**src/rtl/mult_booth_seq_if.sv**
```systemverilog
// Request/result bundle for the sequential Booth multiplier.
//   start  : request strobe, sampled on rising clk
//   a, b   : signed 32-bit multiplicand / multiplier
//   busy   : multiplication in progress
//   done   : one-cycle pulse, new result on hi/lo
//   hi, lo : upper / lower halves of the signed 64-bit product
// master = requester side, slave = multiplier side.
interface mult_booth_seq_if;
    logic        start;
    logic [31:0] a;
    logic [31:0] b;
    logic        busy;
    logic        done;
    logic [31:0] hi;
    logic [31:0] lo;

    modport master (
        output start, a, b,
        input  busy, done, hi, lo
    );

    modport slave (
        input  start, a, b,
        output busy, done, hi, lo
    );
endinterface

```
**src/rtl/mult_booth_seq.sv**
```systemverilog
// Sequential signed 32x32 -> 64 multiplier, radix-4 Booth, one recoded
// digit per clock, fixed 16-clock latency from accepted start to done.
// Ports:
//   clk   : system clock, rising edge
//   rst_n : asynchronous active-low reset
//   bus   : mult_booth_seq_if.slave (start, a, b in; busy, done, hi, lo out)
//
// state | meaning
// ------+-----------------------------------------------------------
// IDLE  | waiting for start, hi/lo hold last result
// CALC  | one Booth iteration per edge, counter 0..15, start ignored
// DONE  | done pulse; start here launches the next operation at once
module mult_booth_seq (
    input  logic              clk,
    input  logic              rst_n,
    mult_booth_seq_if.slave   bus
);

    typedef enum logic [1:0] {
        S_IDLE = 2'd0,
        S_CALC = 2'd1,
        S_DONE = 2'd2
    } state_t;

    state_t      state_q, state_d;
    logic [3:0]  cnt_q;
    logic [31:0] a_q;
    // {acc[33:0], multiplier[31:0], guard bit}; acc occupies [66:33]
    logic [66:0] prod_q;
    logic [66:0] prod_d;
    logic [31:0] hi_q;
    logic [31:0] lo_q;
    logic        accept;
    logic        busy;
    logic        done;

    logic [33:0] acc;
    logic [33:0] a_ext;
    logic [33:0] a_dbl;
    logic [33:0] acc_sum;

    assign accept = bus.start && (state_q != S_CALC);

    // State register
    always_ff @(posedge clk or negedge rst_n) begin
        if (!rst_n) begin
            state_q <= S_IDLE;
        end else begin
            state_q <= state_d;
        end
    end

    // Next-state logic
    always_comb begin
        state_d = state_q;
        case (state_q)
            S_IDLE: if (bus.start) state_d = S_CALC;
            S_CALC: if (cnt_q == 4'd15) state_d = S_DONE;
            S_DONE: state_d = bus.start ? S_CALC : S_IDLE;
            default: state_d = S_IDLE;
        endcase
    end

    // Outputs
    always_comb begin
        busy = 1'b0;
        done = 1'b0;
        case (state_q)
            S_CALC:  busy = 1'b1;
            S_DONE:  done = 1'b1;
            default: ;
        endcase
    end

    // Booth step: recode the low triplet, add the selected multiple of the
    // multiplicand into the accumulator, then arithmetic-shift the whole
    // register right by two.
    always_comb begin
        acc   = prod_q[66:33];
        a_ext = {{2{a_q[31]}}, a_q};
        a_dbl = {a_q[31], a_q, 1'b0};
        case (prod_q[2:0])
            3'b001, 3'b010: acc_sum = acc + a_ext;
            3'b011:         acc_sum = acc + a_dbl;
            3'b100:         acc_sum = acc - a_dbl;
            3'b101, 3'b110: acc_sum = acc - a_ext;
            default:        acc_sum = acc;
        endcase
        prod_d = {{2{acc_sum[33]}}, acc_sum, prod_q[32:2]};
    end

    // Datapath. After 16 shifts the 64-bit product sits in prod[64:1];
    // hi/lo only load on the last iteration so no partial sums leak out.
    always_ff @(posedge clk or negedge rst_n) begin
        if (!rst_n) begin
            a_q    <= '0;
            prod_q <= '0;
            cnt_q  <= '0;
            hi_q   <= '0;
            lo_q   <= '0;
        end else if (accept) begin
            a_q    <= bus.a;
            prod_q <= {34'd0, bus.b, 1'b0};
            cnt_q  <= '0;
        end else if (state_q == S_CALC) begin
            prod_q <= prod_d;
            cnt_q  <= cnt_q + 4'd1;
            if (cnt_q == 4'd15) begin
                hi_q <= prod_d[64:33];
                lo_q <= prod_d[32:1];
            end
        end
    end

    assign bus.busy = busy;
    assign bus.done = done;
    assign bus.hi   = hi_q;
    assign bus.lo   = lo_q;

endmodule

```
**src/flat_wrapper.sv**
```systemverilog
// flat-port wrapper written by rule: the top's interface ports become plain ports
module mult_booth_seq_flat 
  (clk, rst_n, bus_start, bus_a, bus_b, bus_busy, bus_done, bus_hi, bus_lo);
  mult_booth_seq_if bus_i ();
  input  logic clk;
  input  logic rst_n;
  input wire logic [$bits(bus_i.start)-1:0] bus_start;
  input wire logic [$bits(bus_i.a)-1:0] bus_a;
  input wire logic [$bits(bus_i.b)-1:0] bus_b;
  output wire logic [$bits(bus_i.busy)-1:0] bus_busy;
  output wire logic [$bits(bus_i.done)-1:0] bus_done;
  output wire logic [$bits(bus_i.hi)-1:0] bus_hi;
  output wire logic [$bits(bus_i.lo)-1:0] bus_lo;
  assign bus_i.start = bus_start;
  assign bus_i.a = bus_a;
  assign bus_i.b = bus_b;
  assign bus_busy = bus_i.busy;
  assign bus_done = bus_i.done;
  assign bus_hi = bus_i.hi;
  assign bus_lo = bus_i.lo;
  mult_booth_seq u_core (.clk(clk), .rst_n(rst_n), .bus(bus_i));
endmodule
```
**config.mk**
```make
export PLATFORM = sky130hd
export DESIGN_NAME = mult_booth_seq_flat
export DESIGN_NICKNAME = d
export VERILOG_FILES = /design/src/rtl/mult_booth_seq_if.sv /design/src/rtl/mult_booth_seq.sv /design/src/flat_wrapper.sv
export SDC_FILE = /design/constraint.sdc
export NUM_CORES = 1
export LEC_CHECK = 0
export ABC_AREA = 1
export BUFFER_PORTS_ARGS = -buffer_cell sky130_fd_sc_hd__buf_2
export CAP_MARGIN = 15
export CORE_MARGIN = 3
export CORE_UTILIZATION = 61
export CTS_CLUSTER_SIZE = 20
export DETAILED_ROUTE_END_ITERATION = 6
export GPL_TIMING_DRIVEN = 0
export PLACE_DENSITY = 0.87
export SETUP_SLACK_MARGIN = 0.5
export SYNTH_ARGS = -nofsm -noshare
export SYNTH_HDL_FRONTEND = slang
export SYNTH_SLANG_ARGS = --single-unit
```
**constraint.sdc**
```tcl
create_clock -name clk -period 3.7 [get_ports clk]
set_clock_uncertainty 0.15 [all_clocks]
set_input_delay 0.74 -clock clk [delete_from_list [all_inputs] [get_ports clk]]
set_output_delay 0.74 -clock clk [all_outputs]
set_load 0.01 [all_outputs]
```
# After elaboration in Yosys (flattened, before gate mapping)
# Index checks and enable logic that the tools add are counted.
# totals
input_bits	67
out_inout_bits	66
ff_bits	169
elab_cells	42
# op_classes
n_bitwise	1
eq_ne	12
muxes	11
addsub	5
n_reduce_logical	7
# ops
operator	n
one-hot mux 34 bit (4 select lines)	1
two-way mux 67 bit	2
adder 34 bit	2
subtractor 34 bit	2
== test 3 bit (second input constant)	3
two-way mux 4 bit	2
== test 3 x 2 -> 1 bit (second input constant)	2
one-hot mux 2 bit (3 select lines)	1
adder 4 x 1 -> 4 bit (second input constant)	1
== test 4 bit (second input constant)	1
two-way mux 2 bit	2
!= test 2 bit (second input constant)	2
OR reduction 2 bit	2
== test 3 x 1 -> 1 bit (second input constant)	1
two-way mux 1 bit	3
AND reduction 3 bit	1
== test 2 x 1 -> 1 bit (second input constant)	1
== test 2 bit (second input constant)	1
zero test 2 bit	1
!= test 2 x 1 -> 1 bit (second input constant)	1
AND reduction 2 bit	1
nonzero test 2 bit	1
logical AND 1 bit	1
NOT 1 bit	1

# Logic depth before layout (Yosys ltp)
# depth
word_depth	5
ltp_mapped	26
ltp_nobuf	26

# Worst setup path after synthesis
# Ideal clock, no wire load.
# synth_path
path_type	register to register
startpoint	register u_core.a_q[0]
endpoint	register u_core.hi_q[31] (netlist: u_core.bus.hi[31])
slack_ps	564
synth_period_minus_slack_ps	3136
n_path_buf	0
setup_time_ps	117
t_required_ps	3433
stages_incl_launch_ff	27
t_arrival_ps	2869
path_cell_list	dfrtp_1 inv_1 ha_1 nand2_1 nor2_2 nand3_2 inv_2 nand3_2 nor2_2 nand2_1 xor2_1 nand2_1 o21ai_0 ha_1 nand2_1 inv_1 nand3_1 nor3_1 nand2_1 nand2_1 inv_1 nand2_1 nand3_1 nand3_1 nand3_1 nand2_1 nand2_1
# synth_via
elab_chain_len	2
elab_cells_between_ends	5
classes_between	add/sub (4); mux (1)
# synth_lines
element	line_no	source
start, declared	mult_booth_seq.sv:27	logic [31:0] a_q;
start signal, assigned	mult_booth_seq.sv:102	a_q <= bus.a;
subtractor 34 bit (tied with other cells)	mult_booth_seq.sv:86	3'b101, 3'b110: acc_sum = acc - a_ext;
one-hot mux 34 bit (4 select lines) *	mult_booth_seq.sv:82	case (prod_q[2:0])
end signal, assigned	mult_booth_seq.sv:109	hi_q <= prod_d[64:33];
end, declared	mult_booth_seq.sv:31	logic [31:0] hi_q;
# Every way passes the cells marked *; elsewhere a longest branch is shown, timed or not.
# A chain may end at the register's enable or synchronous reset.

# Final worst setup path
# layout_path
startpoint	register u_core.a_q[12]
endpoint	register u_core.hi_q[15] (netlist: u_core.bus.hi[15])
# Same word-level chain as after synthesis.

==> impl.org <==
** Status
- The run finished, with violations left.
- Violated checks :: design-rule violations, negative setup slack

** Final layout
- FF+latch area :: 4193 µm²
- The number of antenna diodes in the final layout is 0.
- The multi-input combinational cells in the finished layout cover a total of 9741 µm².
- The layout has 1191 filler cells.
- Of the cells placed in the final design, the portion with a size suffix greater than 1 is 0.3356.
- From synthesis to final layout, the design area changed by 34.90%.
- Final nets :: 2357

** Clock tree
- For the worst-skew pair, the clock arrives at the later sink with an insertion delay of 450 ps.
- Clock transition time at the flip-flop clock pins of the worst setup and hold paths :: 80 ps
- TritonCTS built the clock tree.
- Total CTS buffers :: 17
- The clock net in this run drives a total of 167 sinks.
- Maximum count of clock buffers along a single path :: 2
- H-tree level count :: 4
- Hold bufs inserted after CTS :: 0
- The cell sitting at the root of the clock tree is a sky130_fd_sc_hd__clkbuf_16.

** Timing
- The number of pins with negative max-slew slack in the final report is 0.
- The tightest hold path in the finished design has a slack of 79.78 ps.
- Across all setup checks in the final design, the least slack found is -254.7 ps.
- The final number of hold-violating endpoints is 0.
- Max-Slew Margin vs Limit :: 0.4424
- Final min period :: 3955 ps
- Timing-limited maximum frequency :: 252.9 MHz
- RSZ-0062 raised after global routing :: yes
- Setup violations remaining at the end of the flow were counted as 41.
- Slew @ Worst Pin :: 836.3 ps
- Fin crit share :: 1.069

** Worst setup path
- The worst setup path is of the reg2reg kind.
- At the worst endpoint, the required time is 3900 ps.
- The kind of cell with the highest combined delay along the critical path is simple AND/OR/NAND/NOR gates.
- Crit path capture type :: flop
- The number of buffers and inverters on the critical path is 2.
- Cell with the largest stage delay on the worst path :: sky130_fd_sc_hd__dfrtp_2
- For this run, the slowest stage of the critical path takes 470 ps.
- Traced cell by cell, the critical path runs through buf_4 > nor3_1 > nand3_2 > xor2_2 > nand2_2 > o21ai_4 > ha_4 > nand2_1 > nand2_1 > nand3_1 > nand2_2 > a21oi_4 > nand3_2 > or2_0 > nand3_1 > o211ai_1 > buf_4 > nand2_1 > nand2_1.
- In this run the worst path has a maximum fanout of 5.
- The most numerous cell type found on the critical path is sky130_fd_sc_hd__nand2_1.
- Crit path DAT :: 4160 ps
- STA classifies the critical path startpoint as a flop.

** Placement
- Routability-driven placement finished with a final weighted congestion of 0.9966.
- Detailed placement ended at an HPWL of 36500 µm.
- Port buffering added 132 buffers.

** GRT
- After global routing the overflow that remains totals 0.
- The first global-routing pass estimated 82040 µm of wire.
- Initial antenna violation count :: 1
- GRT Total Usage :: 0.4706
- Number of global-route vias before repair :: 15310
- Largest net degree at the start of global routing :: 106

** Floorplan
- Die span in x :: 151.3 µm
- After floorplanning, the core was divided into 52 placement rows.
- Area of the core :: 20490 µm²
- Die Area :: 22880 µm²
- I/O pin count :: 133
- Height of the die :: 151.3 µm
- For this configuration, the core starts out at a cell density of 0.6281.

** Synthesis
- Count of synthesis-stage warnings from yosys :: 0
- Primary FF master, synth :: sky130_fd_sc_hd__dfrtp_1
- For this run, asynchronously set or reset flops after synthesis account for 1.000.
- Counting flops with a built-in enable in the synthesized netlist gives 0.
- The synthesized design contains 167 register bits.
- The number of nets handed over by synthesis was 2092.
- The cell count after synthesis came out at 1952.
- Number of unique standard cell types used by synthesis :: 54
- Averaged over all synthesized cells, the footprint is 6.594 µm².
- The synthesized netlist occupies a cell area of 12870 µm².
- Sequential share of the synthesized area :: 0.3247

** Routing
- In the final routed layout, each cell accounts on average for 23.36 µm.
- In this run the remaining antenna-violating nets after routing total 0.
- Total Wirelength :: 58370 µm
- After the first detailed-routing iteration, the DRC count stood at 2309.
- After detailed routing, the number of remaining DRC violations is 8.
- For this run, the detailed router's first-pass iteration total came to 7.
- Via-per-instance ratio :: 6.505
- Vias :: 16260

** Hold path
- The path class of the tightest hold or removal check is in2async.

** Job
- Max-capacitance violation count :: 0
==> timing repair <==
action	in CTS	in global routing
endpoints found under the hold margin	0	0
buffers inserted	92	21
pin swaps	115	58
gates resized for setup	398	142
endpoints found under the setup margin	67	62
==> state kept, by name, summed over array words and instances, names as in the netlist <==
name,flops
u_core.state_q,2
u_core.bus.hi,32
u_core.cnt_q,4
u_core.prod_q,65
u_core.a_q,32
u_core.bus.lo,32
==> metrics by stage <==
stage               instance area (µm²)  utilization  worst slack (ps)  setup TNS (ps)  std cells
floorplan                         12870            -             564.5               0       1952
global placement                  13870       0.6768            -747.0         -140150       2354
detailed placement                13910       0.6786            -630.8          -25360       2355
CTS                               16640       0.8118             270.5               0       2478
global route                      17370       0.8473            -247.8           -6046       2499
finish                            17370       0.8473            -254.7           -4317       2499
==> cell usage after synthesis (4+ instances only) <==
library cell	count	area [µm²]
sky130_fd_sc_hd__nor2_2	18	112.6
sky130_fd_sc_hd__a21oi_1	80	400.4
sky130_fd_sc_hd__ha_1	71	888.4
sky130_fd_sc_hd__nand3b_1	12	90.09
sky130_fd_sc_hd__a21oi_2	4	35.03
sky130_fd_sc_hd__nor2_1	129	484.2
sky130_fd_sc_hd__nand3_1	152	760.7
sky130_fd_sc_hd__a21o_1	4	30.03
sky130_fd_sc_hd__nand2_2	17	106.4
sky130_fd_sc_hd__o21ai_0	165	825.8
sky130_fd_sc_hd__nand2_1	751	2819
sky130_fd_sc_hd__nand3_2	9	90.09
sky130_fd_sc_hd__or2_2	8	50.05
sky130_fd_sc_hd__or2_1	5	31.28
sky130_fd_sc_hd__o21ai_1	15	75.07
sky130_fd_sc_hd__xor2_1	24	210.2
sky130_fd_sc_hd__o21ai_2	5	43.79
sky130_fd_sc_hd__dfrtp_1	167	4179
sky130_fd_sc_hd__inv_2	14	52.55
sky130_fd_sc_hd__xnor2_1	9	78.83
sky130_fd_sc_hd__buf_2	15	75.07
sky130_fd_sc_hd__o211ai_1	8	60.06
sky130_fd_sc_hd__nand4_1	20	125.1
sky130_fd_sc_hd__inv_1	143	536.8
sky130_fd_sc_hd__nor3_1	18	90.09
sky130_fd_sc_hd__clkbuf_1	35	131.4
sky130_fd_sc_hd__o21bai_1	10	75.07
==> layout by cell type (no fill, tap or decap), types with 6 or more instances in the layout <==
cell                          n
sky130_fd_sc_hd__inv_1      132
sky130_fd_sc_hd__o21ai_1     37
sky130_fd_sc_hd__o211ai_1     8
sky130_fd_sc_hd__nand3b_1    12
sky130_fd_sc_hd__dfrtp_1    156
sky130_fd_sc_hd__xor2_1      11
sky130_fd_sc_hd__clkbuf_16   18
sky130_fd_sc_hd__o21ai_2     42
sky130_fd_sc_hd__nand3_1    116
sky130_fd_sc_hd__ha_4        30
sky130_fd_sc_hd__clkbuf_1    24
sky130_fd_sc_hd__nand3_2     40
sky130_fd_sc_hd__buf_2      147
sky130_fd_sc_hd__o21bai_1     9
sky130_fd_sc_hd__nor3_2       8
sky130_fd_sc_hd__a21oi_4      6
sky130_fd_sc_hd__nand2_4     13
sky130_fd_sc_hd__buf_6        8
sky130_fd_sc_hd__nor2_4      28
sky130_fd_sc_hd__nor3_1       8
sky130_fd_sc_hd__nand2_1    675
sky130_fd_sc_hd__xor2_2      12
sky130_fd_sc_hd__nor2_2      37
sky130_fd_sc_hd__buf_4      110
sky130_fd_sc_hd__nor2_1      84
sky130_fd_sc_hd__dfrtp_2     11
sky130_fd_sc_hd__or2_2        8
sky130_fd_sc_hd__nand4_1     20
sky130_fd_sc_hd__inv_2       22
sky130_fd_sc_hd__ha_2         7
sky130_fd_sc_hd__a21oi_1     32
sky130_fd_sc_hd__o21ai_0     91
sky130_fd_sc_hd__o21ai_4     16
sky130_fd_sc_hd__a21oi_2     47
sky130_fd_sc_hd__nand2_2     81
sky130_fd_sc_hd__ha_1        34
==> cell type report <==
| type | instances | area share |
|---|---|---|
| inverters | 158 | 0.03458 |
| well taps | 270 | 0.01945 |
| clock inverters | 14 | 0.009006 |
| plain buffers | 58 | 0.01996 |
| flip-flops and latches | 167 | 0.2414 |
| clock buffers | 17 | 0.02450 |
| multi-input cells | 1569 | 0.5609 |
| repair buffers | 246 | 0.09014 |
==> cells by family after synthesis <==
logic type	Yosys count	synth area share
AO/OA/AOI/OAI	306	0.1314
buffers and inverters	216	0.06678
flip-flops	167	0.3247
XOR/XNOR	33	0.02245
AND/OR/NAND/NOR	1157	0.3826
adder cells (fa/ha/maj)	73	0.07212
==> metal layers <==
layer,global-route usage,vias up,part of all wire
li1,-,6875,-
met1,0.5684,7409,0.33
met2,0.7244,1485,0.42
met3,0.1604,485,0.15
met4,0.2865,2,0.093
met5,0,-,0.00019
==> path summary, 6_finish.rpt <==
kind	start	endpoint	slack [ps]	cells after the start
max	u_core.a_q[12]$_DFFE_PN0P_	u_core.bus.hi[15]$_DFFE_PN0P_	-250	19
max in group asynchronous	rst_n	u_core.a_q[8]$_DFFE_PN0P_	2340	2
min in group clk	u_core.bus.hi[19]$_DFFE_PN0P_	u_core.bus.hi[19]$_DFFE_PN0P_	330	2
max reg2reg	u_core.a_q[12]$_DFFE_PN0P_	u_core.bus.hi[15]$_DFFE_PN0P_	-250	19
min	rst_n	u_core.bus.hi[26]$_DFFE_PN0P_	80	1
min reg2reg	u_core.bus.hi[19]$_DFFE_PN0P_	u_core.bus.hi[19]$_DFFE_PN0P_	330	2
Power is left out: the tool's default activity adds up to more than one toggle a clock period on the data nets, which glitch-free logic cannot reach.
